--- config.mk ---
export PLATFORM = sky130hd
export DESIGN_NAME = wb_cmd_master
export DESIGN_NICKNAME = d
export VERILOG_FILES = /design/src/rtl/wb_cmd_master.sv
export SDC_FILE = /design/constraint.sdc
export NUM_CORES = 1
export LEC_CHECK = 0
export BUFFER_PORTS_ARGS = -buffer_cell sky130_fd_sc_hd__buf_2
export CORE_ASPECT_RATIO = 0.75
export CORE_MARGIN = 3
export CORE_UTILIZATION = 49
export CTS_CLUSTER_DIAMETER = 50
export CTS_CLUSTER_SIZE = 8
export DETAILED_ROUTE_END_ITERATION = 6
export PLACE_DENSITY = 0.79
export REMOVE_ABC_BUFFERS = 1
export SYNTH_ARGS = -nofsm -noshare
export SYNTH_HDL_FRONTEND = slang
export SYNTH_SLANG_ARGS = --single-unit
export TNS_END_PERCENT = 50
--- constraint.sdc ---
create_clock -name i_clk -period 5.1 [get_ports i_clk]
set_clock_uncertainty 0.05 [all_clocks]
set_input_delay 0.255 -clock i_clk [delete_from_list [all_inputs] [get_ports i_clk]]
set_output_delay 0.255 -clock i_clk [all_outputs]
set_load 0.05 [all_outputs]
--- src/rtl/wb_cmd_master.sv ---
// rtl/wb_cmd_master.sv - Wishbone classic single-transfer master driven by a valid/ready command stream
// Optional feature macro: WB_CMD_MASTER_RETRY_EN (re-issue a timed-out command up to twice).
`timescale 1ns/1ps
module wb_cmd_master #(
    parameter int AW      = 16,
    parameter int DW      = 16,
    parameter int TIMEOUT = 255
) (
    input  logic          i_clk,
    input  logic          i_rst,
    input  logic          i_cmd_valid,
    output logic          o_cmd_ready,
    input  logic          i_cmd_we,
    input  logic [AW-1:0] i_cmd_adr,
    input  logic [DW-1:0] i_cmd_data,
    output logic          o_rsp_valid,
    input  logic          i_rsp_ready,
    output logic [DW-1:0] o_rsp_data,
    output logic          o_rsp_err,
    output logic          o_wb_cyc,
    output logic          o_wb_stb,
    output logic          o_wb_we,
    output logic [AW-1:0] o_wb_adr,
    output logic [DW-1:0] o_wb_data,
    input  logic          i_wb_ack,
    input  logic [DW-1:0] i_wb_data
);

`ifdef WB_CMD_MASTER_RETRY_EN
    typedef enum logic [2:0] {IDLE, BUS, RESP, DRAIN, GAP} state_t;
`else
    typedef enum logic [1:0] {IDLE, BUS, RESP, DRAIN} state_t;
`endif

    localparam logic [15:0] CNT_LAST = 16'(TIMEOUT - 1);

    state_t        state_q, state_d;
    logic [15:0]   cnt_q, cnt_d;
    logic          cyc_d, stb_d, we_d;
    logic [AW-1:0] adr_d;
    logic [DW-1:0] wdata_d;
    logic          rsp_valid_d, rsp_err_d;
    logic [DW-1:0] rsp_data_d;
`ifdef WB_CMD_MASTER_RETRY_EN
    logic          cmd_we_q, cmd_we_d;
    logic [1:0]    tries_q, tries_d;
`endif

    // Gated by reset so the master never advertises readiness while held in reset.
    assign o_cmd_ready = (state_q == IDLE) && !i_wb_ack && i_rst;

    always_ff @(posedge i_clk or negedge i_rst) begin
        if (!i_rst) begin
            state_q     <= IDLE;
            cnt_q       <= '0;
            o_wb_cyc    <= 1'b0;
            o_wb_stb    <= 1'b0;
            o_wb_we     <= 1'b0;
            o_wb_adr    <= '0;
            o_wb_data   <= '0;
            o_rsp_valid <= 1'b0;
            o_rsp_data  <= '0;
            o_rsp_err   <= 1'b0;
`ifdef WB_CMD_MASTER_RETRY_EN
            cmd_we_q    <= 1'b0;
            tries_q     <= 2'd0;
`endif
        end else begin
            state_q     <= state_d;
            cnt_q       <= cnt_d;
            o_wb_cyc    <= cyc_d;
            o_wb_stb    <= stb_d;
            o_wb_we     <= we_d;
            o_wb_adr    <= adr_d;
            o_wb_data   <= wdata_d;
            o_rsp_valid <= rsp_valid_d;
            o_rsp_data  <= rsp_data_d;
            o_rsp_err   <= rsp_err_d;
`ifdef WB_CMD_MASTER_RETRY_EN
            cmd_we_q    <= cmd_we_d;
            tries_q     <= tries_d;
`endif
        end
    end

    always_comb begin
        state_d     = state_q;
        cnt_d       = cnt_q;
        cyc_d       = o_wb_cyc;
        stb_d       = o_wb_stb;
        we_d        = o_wb_we;
        adr_d       = o_wb_adr;
        wdata_d     = o_wb_data;
        rsp_valid_d = o_rsp_valid;
        rsp_data_d  = o_rsp_data;
        rsp_err_d   = o_rsp_err;
`ifdef WB_CMD_MASTER_RETRY_EN
        cmd_we_d    = cmd_we_q;
        tries_d     = tries_q;
`endif
        case (state_q)
            IDLE: begin
                if (i_cmd_valid && o_cmd_ready) begin
                    cyc_d   = 1'b1;
                    stb_d   = 1'b1;
                    we_d    = i_cmd_we;
                    adr_d   = i_cmd_adr;
                    wdata_d = i_cmd_data;
                    cnt_d   = '0;
`ifdef WB_CMD_MASTER_RETRY_EN
                    cmd_we_d = i_cmd_we;
                    tries_d  = 2'd0;
`endif
                    state_d = BUS;
                end
            end
            BUS: begin
                // Ack is checked first so a last-cycle ack still completes the transfer.
                if (i_wb_ack) begin
                    cyc_d       = 1'b0;
                    stb_d       = 1'b0;
                    we_d        = 1'b0;
                    rsp_data_d  = o_wb_we ? '0 : i_wb_data;
                    rsp_err_d   = 1'b0;
                    rsp_valid_d = 1'b1;
                    state_d     = RESP;
                end else if (cnt_q == CNT_LAST) begin
                    cyc_d = 1'b0;
                    stb_d = 1'b0;
                    we_d  = 1'b0;
`ifdef WB_CMD_MASTER_RETRY_EN
                    if (tries_q != 2'd2) begin
                        tries_d = tries_q + 2'd1;
                        state_d = GAP;
                    end else begin
                        rsp_data_d  = '0;
                        rsp_err_d   = 1'b1;
                        rsp_valid_d = 1'b1;
                        state_d     = RESP;
                    end
`else
                    rsp_data_d  = '0;
                    rsp_err_d   = 1'b1;
                    rsp_valid_d = 1'b1;
                    state_d     = RESP;
`endif
                end else begin
                    cnt_d = cnt_q + 16'd1;
                end
            end
`ifdef WB_CMD_MASTER_RETRY_EN
            GAP: begin
                cyc_d   = 1'b1;
                stb_d   = 1'b1;
                we_d    = cmd_we_q;
                cnt_d   = '0;
                state_d = BUS;
            end
`endif
            RESP: begin
                if (i_rsp_ready) begin
                    rsp_valid_d = 1'b0;
                    state_d     = DRAIN;
                end
            end
            DRAIN: begin
                // Slaves may hold ack until they see stb low; wait it out before the next command.
                if (!i_wb_ack) begin
                    state_d = IDLE;
                end
            end
            default: state_d = IDLE;
        endcase
    end

endmodule

==> run metrics, run 1 <==
CP startpoint kind flop; maximum vdd drop ~0.48 mV; first-pass GRT wire length between 10000 and 15000 microns; switching fraction of total power 49.2%; area growth from synthesis to layout 25.8%; effective utilization at floorplan between 50% and 60%; Clock Latency Late Sink 0.33 ns; WP data arrival 2.62 ns; Setup Fix Bufs, Post-CTS 0; logic gate share of total power 51.3%; multi-input logic area between 1000 and 1500 sq um; RSZ-0062 raised after global routing no; antenna fix cells 0; # DRC 0; Post-DRT Antenna Nets 0; largest net degree at the start of global routing 74; Post-Place Cells around 430; max-cap violations 0; final hold viol count 0; share of the yosys chip area belonging to registers 56.5%; sequential share of power roughly 33%; cell depth of the worst hold path 2; number of cell rows 24; DR vias about 2400; via/cell ratio 5.39; vias in the first global route between 2000 and 2500; Die ar. roughly 7300 sq um; worst reg-to-reg path cell count 6; hold buffer count at cts 0; Avg Inst Size Synth 12.1 sq um; Syn Inst Count 257; Final Non-Filler Cells 450; largest fanout on the critical path 12; Setup TNS 0 ns; Hold Worst Slack around 0.086 ns; Worst Setup End Kind flop; hold path start i_wb_data[5]; Max Transition Viols Final 0; TritonRoute pass-1 iters 4; DRC marker count from the first detailed-route iteration 151; Synth Warn # 0; worst hold path type in2reg; Root Driver clkbuf_8; Slew @ Worst Pin around 0.99 ns; status finished clean; chip width 97.8 microns; Pwr Density 711 nW/um^2; Port Buffers 107; Synth Cell Area 3100 sq um; worst hold endpoint o_rsp_data[5]$_DFFE_PN0P_; CTS sink cnt 70; Crit Reg-Reg Startpoint state_q[1]$_DFFE_PN0P_; clock slew at reported path FFs 0.08 ns; layout cell share with drive strength beyond 1 approximately 44%; WL per Instance approximately 15 microns; Critical Path RT 5.28 ns; H-tree levels 3; Yosys reg bits 70; GRT Total Usage between 10% and 20%; worst reg2reg endpoint cnt_q[5]$_DFFE_PN0P_; max frequency around 0.41 GHz; Final period util 47.9%; post-layout min period ~2.4 ns; Final Setup Violations 0; filler cell count 469; kind of critical path reg2reg; Rel. slew slack 33.7%; CTS buffer count 9; core box area 5980 sq um; FFs w/ async S/R, synth 100%; io pins 108; Synth cell types 39; Seq. cell area 1750 sq um; DPL Wire Length 4940 microns; WL final 6900 microns; Most used DFF post-synth dfrtp_1; Final nets 428; Psw about 1.4 mW; CTS tree built; r2r setup slk 2.66 ns; Die Y 74.9 microns; cts repair resizes 0; Clk pwr share approximately 16%; count of flip-flops with a built-in enable after synthesis 0; grt total ovfl 0; maximum root-to-sink buffer count 2; initial antenna violation count 0; P_leak between 1.5 and 2 nW; GP Congestion 0.845; internal power 1.41 mW
## Yosys cell counts, types with 4 or more instances
master,n,area (sq um)
a21oi_1,7,35.0
a22o_1,18,158
clkbuf_1,8,30.0
dfrtp_1,70,1750
ha_1,7,87.6
inv_1,7,26.3
mux2_2,32,360
mux2i_1,5,50.1
nand2_1,24,90.1
nand3_1,9,45.0
nand4_1,4,25.0
nor2_1,11,41.3
o21ai_0,18,90.1
o31ai_1,4,30.0
## final cells by class
type | instances | area share [%]
flip-flops and latches | 70 | 44.9
multi-input cells | 169 | 32.5
repair buffers | 110 | 14.3
clock buffers | 10 | 3.53
well taps | 78 | 2.50
clock inverters | 6 | 1.57
inverters | 7 | 0.674
## routing by layer
metal	track usage [%]	vias to the layer above	wire length, microns
met4	4.92	0	62
met5	0	-	0
met3	5.56	10	510
met2	30.5	102	3180
met1	27.9	1160	3150
li1	-	1155	-
## logic make-up (layout without fill, tap and decap cells)
group           count (synthesis)  count (layout)  share of synthesized area (%)
buf+inv                        18             133                           2.58
mux                            38              38                           13.6
fa+ha+maj                       7               7                           2.83
compound gates                 56              56                           12.6
simple gates                   68              68                           11.8
flops                          70              70                           56.5
## cells in the final DEF (no fill, tap or decap), types with 4 or more instances in the layout
cell type  count
a21oi_1        7
inv_1          7
mux2_2        32
o31ai_1        4
o21ai_0       18
mux2i_1        5
buf_2        107
dfrtp_1       70
clkbuf_8      10
nor2_1        11
nand2_1       24
nand3_1        9
a22o_1        18
ha_1           7
nand4_1        4
## worst max-delay path by stage
stage,from,to,slack (ns),cells after the start
floorplan,state_q[0]$_DFFE_PN0P_,cnt_q[2]$_DFFE_PN0P_,2.41,7
CTS,state_q[1]$_DFFE_PN0P_,cnt_q[10]$_DFFE_PN0P_,2.71,6
global route,state_q[1]$_DFFE_PN0P_,cnt_q[8]$_DFFE_PN0P_,2.48,6
finish,state_q[1]$_DFFE_PN0P_,cnt_q[5]$_DFFE_PN0P_,2.66,6
detailed placement,state_q[1]$_DFFE_PN0P_,cnt_q[14]$_DFFE_PN0P_,2.72,7
global placement,state_q[1]$_DFFE_PN0P_,cnt_q[14]$_DFFE_PN0P_,2.84,7
## flip-flops by register name, summed over array words and instances (netlist names)
name and flops:
state_q 2, o_wb_we 1, o_rsp_err 1, o_wb_stb 1, o_rsp_data 16, o_rsp_valid 1, o_wb_data 16, cnt_q 16
o_wb_adr 16
## critical path, cell delays in order, from the launching register on
cell	delay, ns
dfrtp_1	0.42
inv_1	0.13
ha_1	0.44
inv_1	0.26
nor3_1	0.45
nand2_1	0.29
o31ai_1	0.32
## power by group through the flow
stage	combinational, mW	clock (mW)	sequential, mW
3_5_place_dp	1.43	0	0.915
6_report	1.42	0.434	0.915
2_1_floorplan	0.394	0	1.60
5_1_grt	1.50	0.477	0.946
3_3_place_gp	1.41	0	0.910
4_1_cts	1.43	0.450	0.912
## through the flow
step	instance area, sq um	total power, mW	util (%)	worst slack [ns]
2_1_floorplan	3040	1.99	-	2.41
3_3_place_gp	3700	2.32	61.9	2.84
6_report	3900	2.77	65.2	2.66
5_1_grt	3900	2.93	65.2	2.48
3_5_place_dp	3700	2.35	61.9	2.72
4_1_cts	3900	2.79	65.2	2.71
(Power assumes the default switching activity.)
==> inputs of run 2 (changes only) <==
==> constraint.sdc (replaced) <==
create_clock -name i_clk -period 2.43 [get_ports i_clk]
set_clock_uncertainty 0.05 [all_clocks]
set_input_delay 0.1215 -clock i_clk [delete_from_list [all_inputs] [get_ports i_clk]]
set_output_delay 0.1215 -clock i_clk [all_outputs]
set_load 0.05 [all_outputs]
==> run metrics, run 2 (synthesized netlist as in run 1, its figures left out) <==
status finished clean; WL per Instance 17.2 microns (+12%); post-layout min period 2.30 ns (-0.146 ns); Root Driver clkbuf_8; number of cell rows 24 (unchanged); final core occ 74.9% (+9.7 points); Die Y 74.9 microns (unchanged); area growth from synthesis to layout 44.5%; first-pass GRT wire length 13400 microns (+16%); DR vias 2719 (+12%); max-cap violations 0 (unchanged); CP startpoint kind flop; Post-Place Cells 444 (+2.3%); Final period util 94.6% (+47 points); RSZ-0062 raised after global routing no; Crit Reg-Reg Startpoint cnt_q[9]$_DFFE_PN0P_; GP Congestion 0.830 (-1.8%); final hold viol count 0 (unchanged); via/cell ratio 5.34 (-0.95%); DPL Wire Length 5210 microns (+5.3%); Port Buffers 107 (unchanged); Final Setup Violations 0 (unchanged); Rel. slew slack 31.4% (-2.3 points); GRT Total Usage 24.0% (+4.3 points); TritonRoute pass-1 iters 5 (+1); WP data arrival 2.48 ns (-0.14 ns); Post-DRT Antenna Nets 0 (unchanged); effective utilization at floorplan 51.8% (unchanged); Hold Worst Slack 0.0535 ns (-0.0323 ns); clock slew at reported path FFs 0.08 ns (about the same); antenna fix cells 0 (unchanged); worst hold path type in2reg; most common cell after layout, fill and taps aside buf_2; largest fanout on the critical path 7 (-5); Max Transition Viols Final 0 (unchanged); chip width 97.8 microns (unchanged); Worst Setup End Kind flop; grt total ovfl 0 (unchanged); WL final 8750 microns (+27%); Final nets 487 (+14%); largest net degree at the start of global routing 53 (-28%); vias in the first global route 2748 (+12%); Setup Fix Bufs, Post-CTS 0 (unchanged); maximum root-to-sink buffer count 2 (unchanged); Final Non-Filler Cells 509 (+13%); DRC marker count from the first detailed-route iteration 164 (+8.6%); CTS buffer count 9 (unchanged); H-tree levels 3 (unchanged); post-layout power 5.96 mW (+120%); CTS tree built; Critical Path RT 2.61 ns (-2.67 ns); kind of critical path reg2reg; Pwr Density 1330 nW/um^2 (+87%); max frequency 0.435 GHz (+6.4%); io pins 108 (unchanged); CTS sink cnt 70 (unchanged); # DRC 0 (unchanged); core box area 5980 sq um (unchanged); Die ar. 7320 sq um (unchanged); P_leak 2.18 nW (+13%); most frequent cells in the layout buf_2, dfrtp_1, dlygate4sd3_1, mux2_2, nand2_1; Clock Latency Late Sink 0.34 ns (about the same); Setup TNS 0 ns (unchanged); Slew @ Worst Pin 1.03 ns (+0.0351 ns); Crit. Startpoint cnt_q[9]$_DFFE_PN0P_; initial antenna violation count 0 (unchanged); hold path start i_rsp_ready; layout cell share with drive strength beyond 1 40.4% (-3.7 points); maximum vdd drop 1.32 mV (+180%)
run 2: cell types whose count changed in the layout (fill, tap and decap cells not counted):
cell and delta:
dlygate4sd3_1 +49, buf_4 +8, buf_12 +1, buf_6 +1
bufinv_16 -1, clkbuf_8 +1, clkinv_2 -1, clkinvlp_4 +1
nor4b_2 -1, nor4b_4 +1
run 2: final timing paths:
check / to / slack [ns] / cells after the start
max in group asynchronous: o_rsp_err$_DFFE_PN0P_ / 1.31 / 4
worst min-delay path: o_rsp_valid$_DFFE_PN0P_ / 0.05 / 4
min in group asynchronous: o_wb_data[10]$_DFFE_PN0P_ / 0.28 / 3
worst max register to register: state_q[1]$_DFFE_PN0P_ / 0.13 / 5
worst max-delay path: state_q[1]$_DFFE_PN0P_ / 0.13 / 5
worst min register to register: cnt_q[11]$_DFFE_PN0P_ / 0.45 / 1
run 2: critical path: stages, from the launching register on:
cell	delay, ns
dfrtp_1	0.46
or4_4	0.57
nor4_4	0.30
nor3_1	0.17
a221oi_2	0.28
mux2_1	0.35
run 2: through the flow:
stage               cell area [sq um]  setup slack (ns)
global route                     4480            0.0230
global placement                 3790           0.00873
finish                           4480             0.132
floorplan                        3040            -0.259
CTS                              4470            0.0249
detailed placement               3790           -0.0573
run 2: layer usage:
layer | part of all wire, % | track usage [%]
met2 | 52 | 43.0
met5 | 0 | 0
met4 | 2.1 | 7.99
met1 | 39 | 28.1
met3 | 6.8 | 7.50
run 2: final cells by class:
cell class                      instances  area (sq um)
Clock buffer                           11           151
Clock inverter                          5          33.8
Fill cell                             383          1500
Inverter                                7          26.3
Multi-Input combinational cell        169          1270
Sequential cell                        70          1750
Tap cell                               78          97.6
Timing Repair Buffer                  169          1140
run 2: power breakdown:
part | internal (mW) | leakage, nW | switching, mW | total [mW]
sequential | 1.63 | 0.882 | 0.282 | 1.91
clock | 0.424 | 0.0913 | 0.438 | 0.862
combinational | 0.932 | 1.21 | 2.26 | 3.19
total | 2.98 | 2.18 | 2.98 | 5.96
run 2: what timing repair did:
item	4_1_cts	5_1_grt
pin swaps	0	1
resized for setup	1	1
hold endpoints to repair	67	0
endpoints found under the setup margin	1	2
hold buffers	49	0
